File: src/rtl/instr_fetch.sv
// rtl/instr_fetch.sv - instruction fetch unit: PC, imem req/ack, 2-entry fetch queue
// imem_req/imem_addr are registered, so a request is visible the cycle after it is decided.
module instr_fetch #(
    parameter int ADDR_W = 32,
    parameter int DATA_W = 32,
    parameter logic [ADDR_W-1:0] PC_RESET = '0
) (
    input  logic              clk,
    input  logic              rst,
    input  logic              redirect,
    input  logic [ADDR_W-1:0] redirect_pc,
    output logic              imem_req,
    output logic [ADDR_W-1:0] imem_addr,
    input  logic              imem_ack,
    input  logic [DATA_W-1:0] imem_rdata,
    output logic              if_valid,
    output logic [DATA_W-1:0] if_instr,
    output logic [ADDR_W-1:0] if_pc,
    input  logic              if_ready
);

    logic [ADDR_W-1:0] fetch_pc;
    logic [1:0]        count;
    logic              discard;
    logic [DATA_W-1:0] q0_instr, q1_instr;
    logic [ADDR_W-1:0] q0_pc, q1_pc;

    logic              ack_v;
    logic              push;
    logic              pop;
    logic              wr_hi;
    logic [1:0]        count_n;
    logic [ADDR_W-1:0] fetch_pc_n;
    logic              discard_n;
    logic              req_n;
    logic [ADDR_W-1:0] addr_n;

    assign if_valid = (count != 2'd0);
    assign if_instr = q0_instr;
    assign if_pc    = q0_pc;

    assign ack_v = imem_ack && imem_req;
    assign push  = ack_v && !discard && !redirect;
    assign pop   = if_valid && if_ready && !redirect;
    // After a pop the surviving entry sits in slot 0, so the push lands behind it.
    assign wr_hi = (count == 2'd2 && pop) || (count == 2'd1 && !pop);

    always_comb begin
        count_n    = count + {1'b0, push} - {1'b0, pop};
        fetch_pc_n = fetch_pc;
        discard_n  = discard;
        if (redirect) begin
            count_n    = 2'd0;
            fetch_pc_n = {redirect_pc[ADDR_W-1:2], 2'b00};
            discard_n  = imem_req && !imem_ack;
        end else begin
            if (push)
                fetch_pc_n = fetch_pc + ADDR_W'(4);
            if (ack_v)
                discard_n = 1'b0;
        end
    end

    // An outstanding request is frozen until acked; a new one needs a guaranteed slot.
    always_comb begin
        req_n  = 1'b0;
        addr_n = imem_addr;
        if (imem_req && !imem_ack) begin
            req_n = 1'b1;
        end else if (count_n <= 2'd1) begin
            req_n  = 1'b1;
            addr_n = fetch_pc_n;
        end
    end

    always_ff @(posedge clk or posedge rst) begin
        if (rst) begin
            fetch_pc  <= PC_RESET;
            count     <= 2'd0;
            discard   <= 1'b0;
            imem_req  <= 1'b0;
            imem_addr <= PC_RESET;
            q0_instr  <= '0;
            q1_instr  <= '0;
            q0_pc     <= '0;
            q1_pc     <= '0;
        end else begin
            fetch_pc  <= fetch_pc_n;
            count     <= count_n;
            discard   <= discard_n;
            imem_req  <= req_n;
            imem_addr <= addr_n;
            if (pop) begin
                q0_instr <= q1_instr;
                q0_pc    <= q1_pc;
            end
            if (push) begin
                if (wr_hi) begin
                    q1_instr <= imem_rdata;
                    q1_pc    <= imem_addr;
                end else begin
                    q0_instr <= imem_rdata;
                    q0_pc    <= imem_addr;
                end
            end
        end
    end

endmodule

File: config.mk
export PLATFORM = sky130hd
export DESIGN_NAME = instr_fetch
export DESIGN_NICKNAME = d
export VERILOG_FILES = /design/src/rtl/instr_fetch.sv
export SDC_FILE = /design/constraint.sdc
export NUM_CORES = 1
export LEC_CHECK = 0
export CORE_ASPECT_RATIO = 0.9
export CORE_MARGIN = 2
export CORE_UTILIZATION = 50
export CTS_CLUSTER_SIZE = 8
export DETAILED_ROUTE_END_ITERATION = 12
export MAX_ROUTING_LAYER = met4
export PLACE_DENSITY = 0.86
export SLEW_MARGIN = 0
export SYNTH_ARGS = -nofsm -noshare
export SYNTH_HDL_FRONTEND = slang
export SYNTH_SLANG_ARGS = --single-unit
File: constraint.sdc
create_clock -name clk -period 9.2 [get_ports clk]
set_clock_uncertainty 0.2 [all_clocks]
set_input_delay 1.84 -clock clk [delete_from_list [all_inputs] [get_ports clk]]
set_output_delay 1.84 -clock clk [all_outputs]
set_load 0.1 [all_outputs]
## Yosys cells after proc, flatten, opt, wreduce, memory -nomap -nowiden

Cells that the tools add are included.
Widths: inputs -> output; s select.

- Register bits after elaboration: 196
- Bits in read-only memories: 0
- Memory bits (writable): 0
- Memories kept: 0
- Output and inout bits: 98
- Latch bits: 0

- Eq/ne operators: 2
- Mux-type cells: 13
- Shift operators: 0
- $add $sub $neg: 3
- $lt $le $gt $ge: 1
- Multiply operators: 0
- Div/mod/pow operators: 0
- Bitwise operators: 1
- Reduce and logical (&&, ||, !) cells: 17

Operators by type and width:

| operator | number |
|---|---|
| $mux 32 | 8 |
| $add 32x3->32 const B | 1 |
| $logic_and 1x1->1 | 8 |
| $logic_not 1->1 | 4 |
| $mux 1 | 4 |
| $reduce_and 2->1 | 2 |
| $reduce_bool 2->1 | 2 |
| $add 2x1->2 | 1 |
| $eq 2x1->1 const B | 1 |
| $eq 2x2->1 const B | 1 |
| $le 2x1->1 const B | 1 |
| $mux 2 | 1 |
| $sub 2x1->2 | 1 |
| $logic_or 1x1->1 | 1 |
| $not 1->1 | 1 |

## Longest topological paths before layout

- Depth in word-level cells: 9
- Depth in mapped cells: 14
- Depth with buffers taken out: 10

## Least setup slack after synthesis

No wires, ideal clock.

- Path type: input to register
- Start: input port redirect
- End: register imem_addr[19]
- Stages on the path: 14
- Setup time: 135 ps
- Path slack: 4520 ps
- Required time: 8865 ps
- Data arrival time: 4345 ps
- Buffers on the path: 4
- Cell sequence: inv_2 -> and3_1 -> clkbuf_1 -> clkbuf_1 -> ha_1 -> inv_1 -> ha_1 -> xnor3_1 -> nor2_1 -> nor2b_1 -> buf_2 -> nand2_1 -> clkbuf_1 -> o22ai_1

- Longest elaborated chain between the ends: 7

RTL lines:

| what | RTL line | source |
|---|---|---|
| from (decl) | 10 | `input logic redirect,` |
| $logic_not 1->1 | 43, 44 |  |
| $logic_and 1x1->1 | 43 | `assign push = ack_v && !discard && !redirect;` |
| $add 2x1->2 | 49 | `count_n = count + {1'b0, push} - {1'b0, pop};` |
| $sub 2x1->2 | 49 |  |
| $mux 2 * | 52 | `if (redirect) begin` |
| named net count_n[1] | 32 | `logic [1:0] count_n;` |
| $le 2x1->1 * | 70 | `end else if (count_n <= 2'd1) begin` |
| $reduce_and 2->1 (no source line) * | -- |  |
| to (signal assigned) | 92 | `imem_addr <= addr_n;` |
| to (decl) | 13 | `output logic [ADDR_W-1:0] imem_addr,` |

Mark *: on every way through the listed nets, which the timed path passes. The rest lies on a longest branch.
A chain may end at the register's enable or synchronous reset.

## Worst setup path after layout

- Start: input port redirect
- End: register imem_addr[21]

Same word-level chain as after synthesis.

==> run_results.csv <==
group,metric,value,unit
sta,rsz0062_at_grt,"false",
job,max-cap-violations,0,
run_status,status,"finished, final reports clean",
layout,stdcell_count,1133,
die,die_area,18300,µm²
drt,drt_wl_total,20.0,mm
critical_path,arrival,5300,ps
global_route,overflow,0,
pwr,p_comb_share,50.0,%
cts,post_cts_resized,0,
sta,slew_headroom,26.6,%
cts,insertion_delay,430,ps
die,row_count,45,
sta,slew_viol_final,0,
layout,area_delta_synth_final,27.8,%
worst_hold_path,hold_path.class,"flip-flop to flip-flop",
layout,layout_common_cells,"196 x dfrtp_1, 164 x clkdlybuf4s50_1, 103 x nor2_1, 93 x a21oi_1, 76 x mux2_2",
sta,finalSetupViolCount,0,
synth,synth_enable_flop_cells,0,
placement,post-place-cells,1101,
critical_path,cp-start-kind,"primary input",
synth,yosysTopAreaCell,"dfrtp_1",
global_route,grt_max_degree,123,
placement,gp_congestion,0.918,
synth,ys.warnings.count,0,
die,start_util,51.1,%
synth,yosysTopAreaCellShare,57.0,%
drt,num_vias,6347,
sta,worst_pin_slew,1100,ps
sta,period_share,56.7,%
synth,async_reset_ff_share,100,%
sta,clock.fmax,192,MHz
synth,synth_cells,762,
pwr,vdd_ir_drop_max,354,µV
pwr,seq_power_share,32.3,%
pwr,swShare,50.1,%
critical_path,critPathMaxFanout,50,
synth,syn_area,8600,µm²
drt,wire_per_inst,17.6,µm
critical_path,critical_path_required,9290,ps
synth,synth-compound-area-share,8.22,%
cts,clkSinkCount,196,
synth,ys_seq_area_share,57.0,%
die,io_pins,167,
global_route,grt_pass1_vias,6253,
synth,synth_simple_gate_area_share,11.6,%
synth,synthAdderAreaFrac,0.436,%
cts,clockBufferDepth,2,
cts,cts_inserted_buffers,17,
pwr,switching_power,2.09,mW
drt,drt_pre_antenna_iters,5,
synth,synth_xor_area_share,2.70,%
layout,layout.nets,981,
global_route,grt_use_total,23.3,%
sta,fin_crit,5210,ps
synth,synth_cell_type_count,42,
critical_path,path_class,"primary input to flip-flop",
layout,mostFrequentLayoutCell,"dfrtp_1",
sta,setup_tns,0,ps
placement,portBuffers,164,
pwr,p_per_area,379,nW/µm²
drt,ant_nets,0,
cts,cts_hold_buf,0,
synth,synth_top_family_by_area,"multiplexers",
pwr,internal-power,2.08,mW
pwr,power.total,4.17,mW
synth,synth_area_leaders,"dfrtp_1 57%, mux2_2 9.9%, mux2i_1 7.7%",
cts,post_cts_buffers,0,
placement,hpwlAfterDp,13.1,mm
drt,via_per_inst,5.60,
sta,finalHoldViolCount,0,
layout,fin_area,11000,µm²
pwr,p_clk_share,17.7,%
synth,syn_area_per_cell,11.3,µm²
die,die_w,142,µm
cts,h-tree-depth,4,
drt,drt_iter0_drc,583,
synth,synth_nets,834,
synth,ys_ff_latch,196,
layout,drive_gt1_share,13.7,%
placement,place_area,10400,µm²
synth,ys.flop_type,"dfrtp_1",
global_route,antenna_found_initial,0,
cts,clk_pin_slew_worst_paths,70,ps
cts,cts_root_buf,"clkbuf_16",
cts,cts_tree,"done",
layout,antenna_cells,0,
pwr,p_leak,4.57,nW
drt,route.detailed.drc,0,
global_route,grt_pass1_wl,32.3,mm
die,die_h,128,µm
critical_path,endpoint_kind,"flip-flop",
die,core_area,16800,µm²
layout,fillers,1280,
synth,muxShareOfSynthArea,17.6,%
path summary, 6_finish.rpt:
kind,start,to,slack (ps),cells past startpoint
max in group asynchronous,rst,q1_pc[3],5510,3
worst max-delay path,redirect,imem_addr[21],3990,12
min in group asynchronous,rst,if_instr[8],1790,2
worst min register to register,q1_instr[6],q1_instr[6],310,1
worst max register to register,count[1],imem_addr[21],6140,10
worst min-delay path,q1_instr[6],q1_instr[6],310,1
Yosys cell counts (2+ instances only):
master    instances
nand2b_1          2
o211ai_1          6
nand3_1          16
ha_1              3
inv_1             7
a31oi_1           3
nor2_1          103
nand4_1          16
o22ai_1          10
nor3_1           12
buf_1             3
o21ai_0          15
clkbuf_1         34
xnor2_1          12
buf_2             7
nor4_1            5
nand2_1          33
a21oi_1          93
dfrtp_1         196
or4_1             2
mux2i_1          66
or3_1             2
and3_1            4
nor2b_1           6
inv_2             2
xor2_1           12
nor4_4            2
mux2_2           76
cell type report:
type                            instances  area [µm²]  area share (%)
Multi-Input combinational cell        513        3500            31.8
Tap cell                              211         264            2.40
Timing Repair Buffer                  172        1700            15.5
Clock buffer                           19         443            4.03
Inverter                                9        41.3           0.375
Clock inverter                         13         143            1.30
Sequential cell                       196        4900            44.6
stage by stage:
stage | hold slack [ps] | util [%] | setup slack, ps
2_1_floorplan | 272 | - | 1820
3_3_place_gp | 287 | 61.9 | 3640
3_5_place_dp | 294 | 61.9 | 3580
4_1_cts | 310 | 65.3 | 4030
5_1_grt | 318 | 65.3 | 3710
6_report | 308 | 65.3 | 3990
state kept, by name, indices dropped and copies added (netlist names):
name,cells
count,2
discard,1
fetch_pc,32
if_instr,32
if_pc,32
imem_addr,32
imem_req,1
q1_instr,32
q1_pc,32
power by group through the flow:
stage          logic (mW)  clock network, mW  registers, mW
2_1_floorplan       0.405                  0           2.52
3_3_place_gp         2.07                  0           1.34
3_5_place_dp         2.09                  0           1.36
4_1_cts              2.10              0.748           1.35
5_1_grt              2.17              0.787           1.38
6_report             2.09              0.736           1.35
critical path, cell delays in order:
cell and delay (ps):
clkdlybuf4s50_1 450, buf_4 430, inv_2 390, and3_4 370, ha_1 290, inv_1 40
ha_1 190, xnor3_1 360, nor2_1 200, nor2b_2 70, nand2_1 450, o22ai_1 180
cell families (layout without fill, tap and decap cells):
group,Yosys count,count (layout)
simple gates,211,211
flops,196,196
mux,142,142
compound gates,132,132
buf+inv,53,213
xor+xnor,25,25
fa+ha+maj,3,3
routing by layer:
metal  GRT usage (%)  vias up  part of all wire, %
met2            37.7      213                   49
li1                -     2995                    -
met3            6.10       13                  6.8
met1            29.8     3126                   44
met4            5.12        0                 0.78
met5               -        -                    0
Note: power is estimated with default switching activity, not from simulation.
